===== src/rtl/instr_encode.sv =====
// instr_encode: two-stage valid/ready pipeline that assembles RV32I
// instruction words from a field bundle.
// S1 registers the raw bundle. S2 holds the assembled word and its error flag.
// An illegal bundle is replaced by a NOP and flagged on err.
module instr_encode #(
    parameter int CNT_W = 16
) (
    input  logic             clk,
    input  logic             rst_n,
    input  logic             in_valid,
    output logic             in_ready,
    input  logic [2:0]       fmt,
    input  logic [6:0]       opcode,
    input  logic [2:0]       funct3,
    input  logic [6:0]       funct7,
    input  logic [4:0]       rd,
    input  logic [4:0]       rs1,
    input  logic [4:0]       rs2,
    input  logic [31:0]      imm,
    output logic             out_valid,
    input  logic             out_ready,
    output logic [31:0]      instr,
    output logic             err,
    output logic [CNT_W-1:0] enc_count,
    output logic [CNT_W-1:0] err_count
);

    localparam logic [2:0]       FMT_R   = 3'd0;
    localparam logic [2:0]       FMT_I   = 3'd1;
    localparam logic [2:0]       FMT_S   = 3'd2;
    localparam logic [2:0]       FMT_B   = 3'd3;
    localparam logic [2:0]       FMT_U   = 3'd4;
    localparam logic [2:0]       FMT_J   = 3'd5;
    localparam logic [31:0]      NOP     = 32'h0000_0013;
    localparam logic [CNT_W-1:0] CNT_ONE = {{(CNT_W-1){1'b0}}, 1'b1};
    localparam logic [CNT_W-1:0] CNT_MAX = {CNT_W{1'b1}};

    // Stage 1: registered bundle
    logic        r_s1_valid;
    logic [2:0]  r_fmt;
    logic [6:0]  r_opcode;
    logic [2:0]  r_funct3;
    logic [6:0]  r_funct7;
    logic [4:0]  r_rd;
    logic [4:0]  r_rs1;
    logic [4:0]  r_rs2;
    logic [31:0] r_imm;

    // Stage 2: assembled word
    logic             r_s2_valid;
    logic [31:0]      r_instr;
    logic             r_err;
    logic [CNT_W-1:0] r_enc_count;
    logic [CNT_W-1:0] r_err_count;

    logic        w_s1_adv;
    logic        w_s2_adv;
    logic        w_out_hs;
    logic [31:0] w_word;
    logic        w_fmt_bad;
    logic        w_imm_bad;
    logic        w_err;
    logic [31:0] w_instr;
    logic        w_hi11_same;
    logic        w_hi12_same;
    logic        w_hi20_same;

    // A stage may take new data when it is empty or its content moves on.
    assign w_s2_adv = ~r_s2_valid | out_ready;
    assign w_s1_adv = ~r_s1_valid | w_s2_adv;
    assign in_ready = w_s1_adv;
    assign w_out_hs = r_s2_valid & out_ready;

    // Sign-extension checks: the upper bits must all be copies of the sign bit.
    assign w_hi11_same = (&r_imm[31:11]) | ~(|r_imm[31:11]);
    assign w_hi12_same = (&r_imm[31:12]) | ~(|r_imm[31:12]);
    assign w_hi20_same = (&r_imm[31:20]) | ~(|r_imm[31:20]);

    // Scatter the fields by format and flag immediates that do not fit.
    always_comb begin
        w_word    = 32'h0;
        w_fmt_bad = 1'b0;
        w_imm_bad = 1'b0;
        case (r_fmt)
            FMT_R: begin
                w_word = {r_funct7, r_rs2, r_rs1, r_funct3, r_rd, r_opcode};
            end
            FMT_I: begin
                w_word    = {r_imm[11:0], r_rs1, r_funct3, r_rd, r_opcode};
                w_imm_bad = ~w_hi11_same;
            end
            FMT_S: begin
                w_word    = {r_imm[11:5], r_rs2, r_rs1, r_funct3, r_imm[4:0], r_opcode};
                w_imm_bad = ~w_hi11_same;
            end
            FMT_B: begin
                w_word    = {r_imm[12], r_imm[10:5], r_rs2, r_rs1, r_funct3,
                             r_imm[4:1], r_imm[11], r_opcode};
                w_imm_bad = r_imm[0] | ~w_hi12_same;
            end
            FMT_U: begin
                w_word    = {r_imm[31:12], r_rd, r_opcode};
                w_imm_bad = |r_imm[11:0];
            end
            FMT_J: begin
                w_word    = {r_imm[20], r_imm[10:1], r_imm[11], r_imm[19:12], r_rd, r_opcode};
                w_imm_bad = r_imm[0] | ~w_hi20_same;
            end
            default: begin
                w_fmt_bad = 1'b1;
            end
        endcase
    end

    assign w_err   = w_fmt_bad | w_imm_bad | (r_opcode[1:0] != 2'b11);
    assign w_instr = w_err ? NOP : w_word;

    // Stage 1: capture the bundle whenever the stage is free to advance.
    always_ff @(posedge clk or negedge rst_n) begin
        if (!rst_n) begin
            r_s1_valid <= 1'b0;
            r_fmt      <= 3'd0;
            r_opcode   <= 7'd0;
            r_funct3   <= 3'd0;
            r_funct7   <= 7'd0;
            r_rd       <= 5'd0;
            r_rs1      <= 5'd0;
            r_rs2      <= 5'd0;
            r_imm      <= 32'd0;
        end else if (w_s1_adv) begin
            r_s1_valid <= in_valid;
            if (in_valid) begin
                r_fmt    <= fmt;
                r_opcode <= opcode;
                r_funct3 <= funct3;
                r_funct7 <= funct7;
                r_rd     <= rd;
                r_rs1    <= rs1;
                r_rs2    <= rs2;
                r_imm    <= imm;
            end
        end
    end

    // Stage 2: hold the assembled word until the consumer takes it.
    always_ff @(posedge clk or negedge rst_n) begin
        if (!rst_n) begin
            r_s2_valid <= 1'b0;
            r_instr    <= 32'd0;
            r_err      <= 1'b0;
        end else if (w_s2_adv) begin
            r_s2_valid <= r_s1_valid;
            if (r_s1_valid) begin
                r_instr <= w_instr;
                r_err   <= w_err;
            end
        end
    end

    // Saturating handshake counters.
    always_ff @(posedge clk or negedge rst_n) begin
        if (!rst_n) begin
            r_enc_count <= '0;
            r_err_count <= '0;
        end else if (w_out_hs) begin
            if (r_enc_count != CNT_MAX) begin
                r_enc_count <= r_enc_count + CNT_ONE;
            end
            if (r_err && (r_err_count != CNT_MAX)) begin
                r_err_count <= r_err_count + CNT_ONE;
            end
        end
    end

    assign out_valid = r_s2_valid;
    assign instr     = r_instr;
    assign err       = r_err;
    assign enc_count = r_enc_count;
    assign err_count = r_err_count;

endmodule

===== config.mk =====
export PLATFORM = sky130hd
export DESIGN_NAME = instr_encode
export DESIGN_NICKNAME = d
export VERILOG_FILES = /design/src/rtl/instr_encode.sv
export SDC_FILE = /design/constraint.sdc
export NUM_CORES = 1
export LEC_CHECK = 0
export CORE_UTILIZATION = 40
export CTS_CLUSTER_SIZE = 30
export DETAILED_ROUTE_END_ITERATION = 16
export HOLD_SLACK_MARGIN = 0.08
export PLACE_DENSITY = 0.65
export SLEW_MARGIN = 30
export SYNTH_ARGS = -nofsm -noshare
export SYNTH_HDL_FRONTEND = slang
export SYNTH_SLANG_ARGS = --single-unit

===== constraint.sdc =====
create_clock -name clk -period 1.9 [get_ports clk]
set_input_delay 0.19 -clock clk [delete_from_list [all_inputs] [get_ports clk]]
set_output_delay 0.19 -clock clk [all_outputs]
set_load 0.1 [all_outputs]

==> results of run 1 <==
-- metal layers --
metal  global-route usage [%]  vias up  routed length [um]
met4                     6.52        0                 221
met3                     5.35       18                 836
met1                     27.9     2370                7420
li1                         -     2193                   -
met2                     30.9      167                7340
met5                        0        -                   0
-- per-stage QoR --
stage	utilization, %	instances	hold slack [ns]	cell area, um2
2_1_floorplan	-	504	-0.106	6420
3_3_place_gp	54.1	824	0.185	7980
3_5_place_dp	54.1	824	0.188	7980
4_1_cts	58.8	857	0.321	8670
5_1_grt	59.5	864	0.339	8770
6_report	59.5	864	0.307	8770
-- sequential cells by signal, indices dropped and copies added (netlist names), 3 cells and up --
| register | flops |
|---|---|
| r_imm | 32 |
| err_count | 16 |
| r_funct7 | 7 |
| r_rs2 | 5 |
| r_opcode | 7 |
| r_fmt | 3 |
| enc_count | 16 |
| r_funct3 | 3 |
| r_rd | 5 |
| instr | 32 |
| r_rs1 | 5 |
-- how the worst min path moves through the flow --
| stage | startpoint | to | slack [ns] | depth (start not counted) |
|---|---|---|---|---|
| floorplan | rst_n | enc_count[11] | -0.11 | 0 |
| global placement | rst_n | enc_count[7] | 0.18 | 1 |
| detailed placement | rst_n | enc_count[7] | 0.19 | 1 |
| CTS | rst_n | enc_count[7] | 0.32 | 2 |
| global route | rst_n | enc_count[8] | 0.34 | 2 |
| finish | rst_n | enc_count[8] | 0.31 | 2 |
-- kinds of logic (layout without fill, tap and decap cells) --
logic type / after synthesis / after routing / share of synthesized area (%)
multiplexers: 80 / 80 / 14.5
buffers and inverters: 41 / 214 / 3.54
adder cells (fa/ha/maj): 2 / 2 / 0.407
flip-flops: 134 / 134 / 54.5
AND/OR/NAND/NOR: 130 / 130 / 11.4
XOR/XNOR: 31 / 31 / 4.41
AO/OA/AOI/OAI: 86 / 89 / 11.2
-- cell type report --
| type | instances | area (um2) |
|---|---|---|
| fillers | 1211 | 5980 |
| flip-flops and latches | 134 | 3440 |
| multi-input cells | 332 | 2820 |
| repair buffers | 171 | 1580 |
| clock buffers | 25 | 526 |
| well taps | 184 | 230 |
| clock inverters | 7 | 138 |
| inverters | 11 | 41.3 |
-- power by group through the flow --
stage | clock network (mW) | registers [mW] | logic [mW]
after global routing | 3.79 | 3.77 | 3.63
after CTS | 3.68 | 3.71 | 3.36
final | 3.63 | 3.72 | 3.43
after global placement | 0 | 3.73 | 3.30
after floorplan | 0 | 5.00 | 1.10
after detailed placement | 0 | 3.76 | 3.34
-- cell usage in the layout (no fill, tap or decap), types with 12 or more instances in the layout --
cell and n:
dfrtp_1 100, buf_4 91, clkdlybuf4s50_1 69, mux2_2 43
mux2_4 30, nor2_1 28, a32o_1 28, a21oi_1 23
nand3_1 19, dfrtp_4 18, clkbuf_16 17, xor2_1 16
dfrtp_2 16, nand2_1 15, xnor2_1 15, nand4_1 13
nor4_1 12
-- worst max-delay path, delay by kind of cell (launching register included) --
family | cells | cell delay (ns)
AOI/OAI and AO/OA | 3 | 0.99
buffers and inverters | 1 | 0.14
DFF | 1 | 0.45
and+or+nand+nor | 2 | 0.17
-- timing repair --
item | CTS | global route
pin swaps | 0 | 9
hold buffers | 1 | 0
setup endpoints to repair | 8 | 36
resized for setup | 2 | 8
cloned | 0 | 3
setup buffers | 0 | 4
hold endpoints to repair | 49 | 0
==> metrics.md, run 1 <==
| Metric | Value |
|---|---|
| Final min period | `about 1.9 ns` |
| Post-synthesis async set-or-reset flop share | `100%` |
| Synth cell types | `45` |
| R2R cell count | `6` |
| Commonest cells post-synth | `dfrtp_1, mux2_2, a32o_1` |
| GRT overflow | `0` |
| Hold Crit Class | `primary input to asynchronous set/reset pin` |
| Crit-path max FO | `8` |
| CP max stage delay | `0.45 ns` |
| PD cells | `1230 nW/um2` |
| Number of synthesized flops with an enable pin | `0` |
| DRT iter0 DRCs | `274` |
| Total track usage | `just over 20%` |
| Status | `complete, no violations` |
| Chip height | `about 130 um` |
| Internal power | `~6.9 mW` |
| Fmax | `approximately 0.54 GHz` |
| Period utilization | `a little over nine tenths` |
| Measured slew at the worst slew-check pin | `between 0.6 and 0.7 ns` |
| Biggest area consumer among synthesized cells | `dfrtp_1` |
| Clock root buffer | `clkbuf_16` |
| Post-synth top area share | `54.5%` |
| Deepest clock path buffer count | `2` |
| IO buf count | `between 100 and 150` |
| Io pins | `approximately 140` |
| Yosys reg bits | `~130` |
| Sw Ratio | `between 30 and 40%` |
| Clk sink count | `approximately 130` |
| Clock share of power | `between 30% and 40%` |
| Initial antenna violation count | `0` |
| N_diodes | `0` |
| Core Rows | `44` |
| Cell with the most instances after synthesis | `dfrtp_1` |
| Final #Nets | `740` |
| Sequential power share | `between 30% and 40%` |
| Sum of negative setup slack | `0 ns` |
| Worst relative slew slack | `between 50% and 60%` |
| Mapped Nets | `about 580` |
| ANT nets after route | `0` |
| Worst path slowest cell | `dfrtp_2` |
| CP arrival | `2.16 ns` |
| Final Power | `~11 mW` |
| Core Box Area | `around 15000 um2` |
| Warnings from Yosys | `0` |
| Initial Utilization | `a little over two fifths` |
| Post-route setup slack | `between 0.04 and 0.05 ns` |
| Most common flop cell mapped by yosys | `dfrtp_1` |
| Unrepaired setup endpoints after global routing | `true` |
| Wirelength per Cell | `about 18 um` |
| CP startpoint kind | `flop` |
| Worst IR Drop VDD | `644 uV` |
| Crit path launch | `r_imm[28]` |
| DRC violations left | `0` |
| Psw | `approximately 3.8 mW` |
| Final HPWL DP | `roughly 11000 um` |
| Syn_area_per_cell | `12.2 um2` |
| Mapped Cells | `roughly 500` |
| # Max-Cap Violations | `0` |
| RR Endpoint | `instr[17]` |
| Logic pwr share | `31.9%` |
| DR vias | `4748` |
| Via density | `around 5.5` |
| Crit Path Category | `flop to flop` |
| Critical path endpoint category | `flop` |
| Worst-path clk slew | `approximately 0.05 ns` |
| Final wirelength | `~16000 um` |
| Die width | `between 100 and 150 um` |
| Skew final | `~0.0044 ns` |
| Worst skew pair latency | `between 0.4 and 0.5 ns` |
| CTS tree | `built` |
| Total CTS buffers | `17` |
| Final weighted congestion in routability-driven placement | `0.819` |
| Hold Violations, Final | `0` |
| Top cells by area, synth | `dfrtp_1, mux2_2, a32o_1` |
| Endpoints failing setup | `0` |
| Post-synthesis sequential area ratio | `54.5%` |
| Post-Syn Area | `roughly 6200 um2` |
| Htree depth | `4` |
| CP required | `about 2.2 ns` |
| Worst reg2reg path startpoint | `r_imm[28]` |
| Crit-path cells | `nand4_1, nor3_1, buf_4, a32o_2, o31a_4, a32o_1` |
| Vias in the first global route | `4792` |
| Pre-CTS setup slack | `-0.00930 ns` |
| Worst reg-to-reg setup slack | `0.04 ns` |
| Largest net degree at the start of global routing | `52` |
| Pre-Repair DR Iteration Count | `5` |
| Slew Limit Fails | `0` |
| Setup crit end | `instr[17]` |
| Leakage | `just under 4 nW` |
| Share of cells above drive strength 1 | `37.9%` |
| Die Area | `15900 um2` |
| P&R area growth vs syn | `42.6%` |
| First-pass GRT wire length | `~25000 um` |
Power figures use the tool's default switching activity.
==> run 2: changes to the inputs <==
- CAP_MARGIN: unset -> 30
- SKIP_CTS_REPAIR_TIMING: unset -> 1
==> run 2 against run 1 <==
Effect of this change: core utilization is essentially flat; highest routed layer unchanged; clock skew is essentially flat; critical path type unchanged; sequential share of layout area is essentially flat; final cell count is the same; wire length is essentially flat; fmax grew 0.26%.
==> metrics.md, run 2 (synthesis results as in run 1) <==
| Metric | Value |
|---|---|
| Die width | `126 um (unchanged)` |
| GRT overflow | `0 (unchanged)` |
| Most common cell after layout, fill and taps aside | `dfrtp_1 (unchanged)` |
| CP required | `2.20 ns (about the same)` |
| Total CTS buffers | `17 (unchanged)` |
| Core Box Area | `14800 um2 (unchanged)` |
| Wirelength per Cell | `18.3 um (about the same)` |
| # fillers | `1212 (was 1211)` |
| Skew final | `0.00447 ns (was 0.00435 ns)` |
| Die Area | `15900 um2 (unchanged)` |
| Final wirelength | `15800 um (about the same)` |
| PD cells | `1230 nW/um2 (about the same)` |
| Worst-path clk slew | `0.05 ns (about the same)` |
| Most frequent cells in the layout | `dfrtp_1, buf_4, clkdlybuf4s50_1, mux2_2, mux2_4 (unchanged)` |
| Clk sink count | `134 (unchanged)` |
| N_diodes | `0 (unchanged)` |
| CTS tree | `built (unchanged)` |
| Hold Violations, Final | `0 (unchanged)` |
| Fmax | `0.540 GHz (was 0.539 GHz)` |
| ANT nets after route | `0 (unchanged)` |
| Final min period | `1.85 ns (was 1.86 ns)` |
| Measured slew at the worst slew-check pin | `0.649 ns (about the same)` |
| Finished Core Util | `59.4% (was 59.5%)` |
| Slew Limit Fails | `0 (unchanged)` |
| DRC violations left | `0 (unchanged)` |
| Cells after DPL | `824 (unchanged)` |
| Initial Utilization | `41.7% (unchanged)` |
| Initial antenna violation count | `0 (unchanged)` |
| Final HPWL DP | `11000 um (unchanged)` |
| Leakage | `3.91 nW (about the same)` |
| Io pins | `138 (unchanged)` |
| Status | `complete, no violations (unchanged)` |
| Worst skew pair latency | `0.42 ns (about the same)` |
| Clock root buffer | `clkbuf_16 (unchanged)` |
| CP arrival | `2.15 ns (was 2.16 ns)` |
| Vias in the first global route | `4792 (unchanged)` |
| Htree depth | `4 (unchanged)` |
| Total track usage | `20.2% (about the same)` |
| Crit Path Category | `flop to flop (unchanged)` |
| Deepest clock path buffer count | `2 (unchanged)` |
| Share of cells above drive strength 1 | `37.8% (was 37.9%)` |
| Largest net degree at the start of global routing | `52 (unchanged)` |
| Unrepaired setup endpoints after global routing | `true (unchanged)` |
| DRT iter0 DRCs | `293 (was 274)` |
| Non-Filler Instances | `864 (unchanged)` |
| P&R area growth vs syn | `42.5% (was 42.6%)` |
| Final #Nets | `740 (unchanged)` |
| Hold Crit Class | `primary input to asynchronous set/reset pin (unchanged)` |
| Chip height | `126 um (unchanged)` |
| Period utilization | `97.5% (was 97.7%)` |
| Worst IR Drop VDD | `644 uV (about the same)` |
| Critical path endpoint category | `flop (unchanged)` |
| Pre-CTS setup slack | `-0.00930 ns (unchanged)` |
| IO buf count | `137 (unchanged)` |
| Pre-Repair DR Iteration Count | `7 (was 5)` |
| Endpoints failing setup | `0 (unchanged)` |
| Final weighted congestion in routability-driven placement | `0.819 (unchanged)` |
| First-pass GRT wire length | `24900 um (about the same)` |
| Post-route setup slack | `0.0480 ns (was 0.0432 ns)` |
| Via density | `5.50 (about the same)` |
| Crit-path max FO | `8 (unchanged)` |
| Core Rows | `44 (unchanged)` |
| CP startpoint kind | `flop (unchanged)` |
| DR vias | `4749 (was 4748)` |
| # Max-Cap Violations | `0 (unchanged)` |
| Worst relative slew slack | `56.4% (about the same)` |
-- run 2: cell count changes in the layout (fill, tap and decap cells not counted) --
| cell | previous run | this run |
|---|---|---|
| nor4_1 | 12 | 13 |
| nor4_2 | 1 | 0 |
-- run 2: through the flow --
step                      power, mW  setup TNS (ns)  cell area (um2)  hold WS, ns
final                          10.8               0             8770        0.307
after global routing           11.2         -0.0474             8770        0.339
after CTS                      10.7         -0.0531             8650       -0.256
after detailed placement       7.10        -0.00930             7980        0.188
after global placement         7.03               0             7980        0.185
after floorplan                6.10          -42.18             6420       -0.106
-- run 2: final cells by class --
class	instances	area (um2)	area share (%)
clock buffers	25	526	5.99
well taps	184	230	2.63
clock inverters	7	138	1.57
flip-flops and latches	134	3440	39.2
multi-input cells	332	2820	32.1
inverters	11	41.3	0.471
repair buffers	171	1580	18.0
-- run 2: worst paths after layout --
kind / cells past startpoint / from / to / slack [ns]
worst max register to register: 6 / r_imm[28] / instr[17] / 0.05
worst min register to register: 1 / instr[0] / instr[0] / 0.47
worst min-delay path: 2 / rst_n / enc_count[8] / 0.31
worst max-delay path: 6 / r_imm[28] / instr[17] / 0.05
max in group asynchronous: 3 / rst_n / r_imm[28] / 0.97
min in group clk: 2 / imm[11] / r_imm[11] / 0.38
-- run 2: report_power, final --
part,switching (mW),internal [mW],total [mW]
Sequential,0.391,3.32,3.71
Clock,1.19,2.44,3.63
Combinational,2.26,1.18,3.43
Total,3.84,6.94,10.8
-- run 2: layer usage --
layer  track usage, %  part of all wire, %  wire (um)  vias to the layer above
met3             5.35                  5.3        834                       15
met4             6.52                  1.3        199                        0
met2             30.8                   47       7370                      166
li1                 -                    -          -                     2193
met5                0                    0          0                        -
met1             28.0                   47       7440                     2375
-- run 2: worst max-delay path: stages (launching register included) --
cell     delay, ns
dfrtp_2       0.45
nand4_1       0.11
nor3_1        0.05
buf_4         0.14
a32o_2        0.30
o31a_4        0.41
a32o_1        0.27
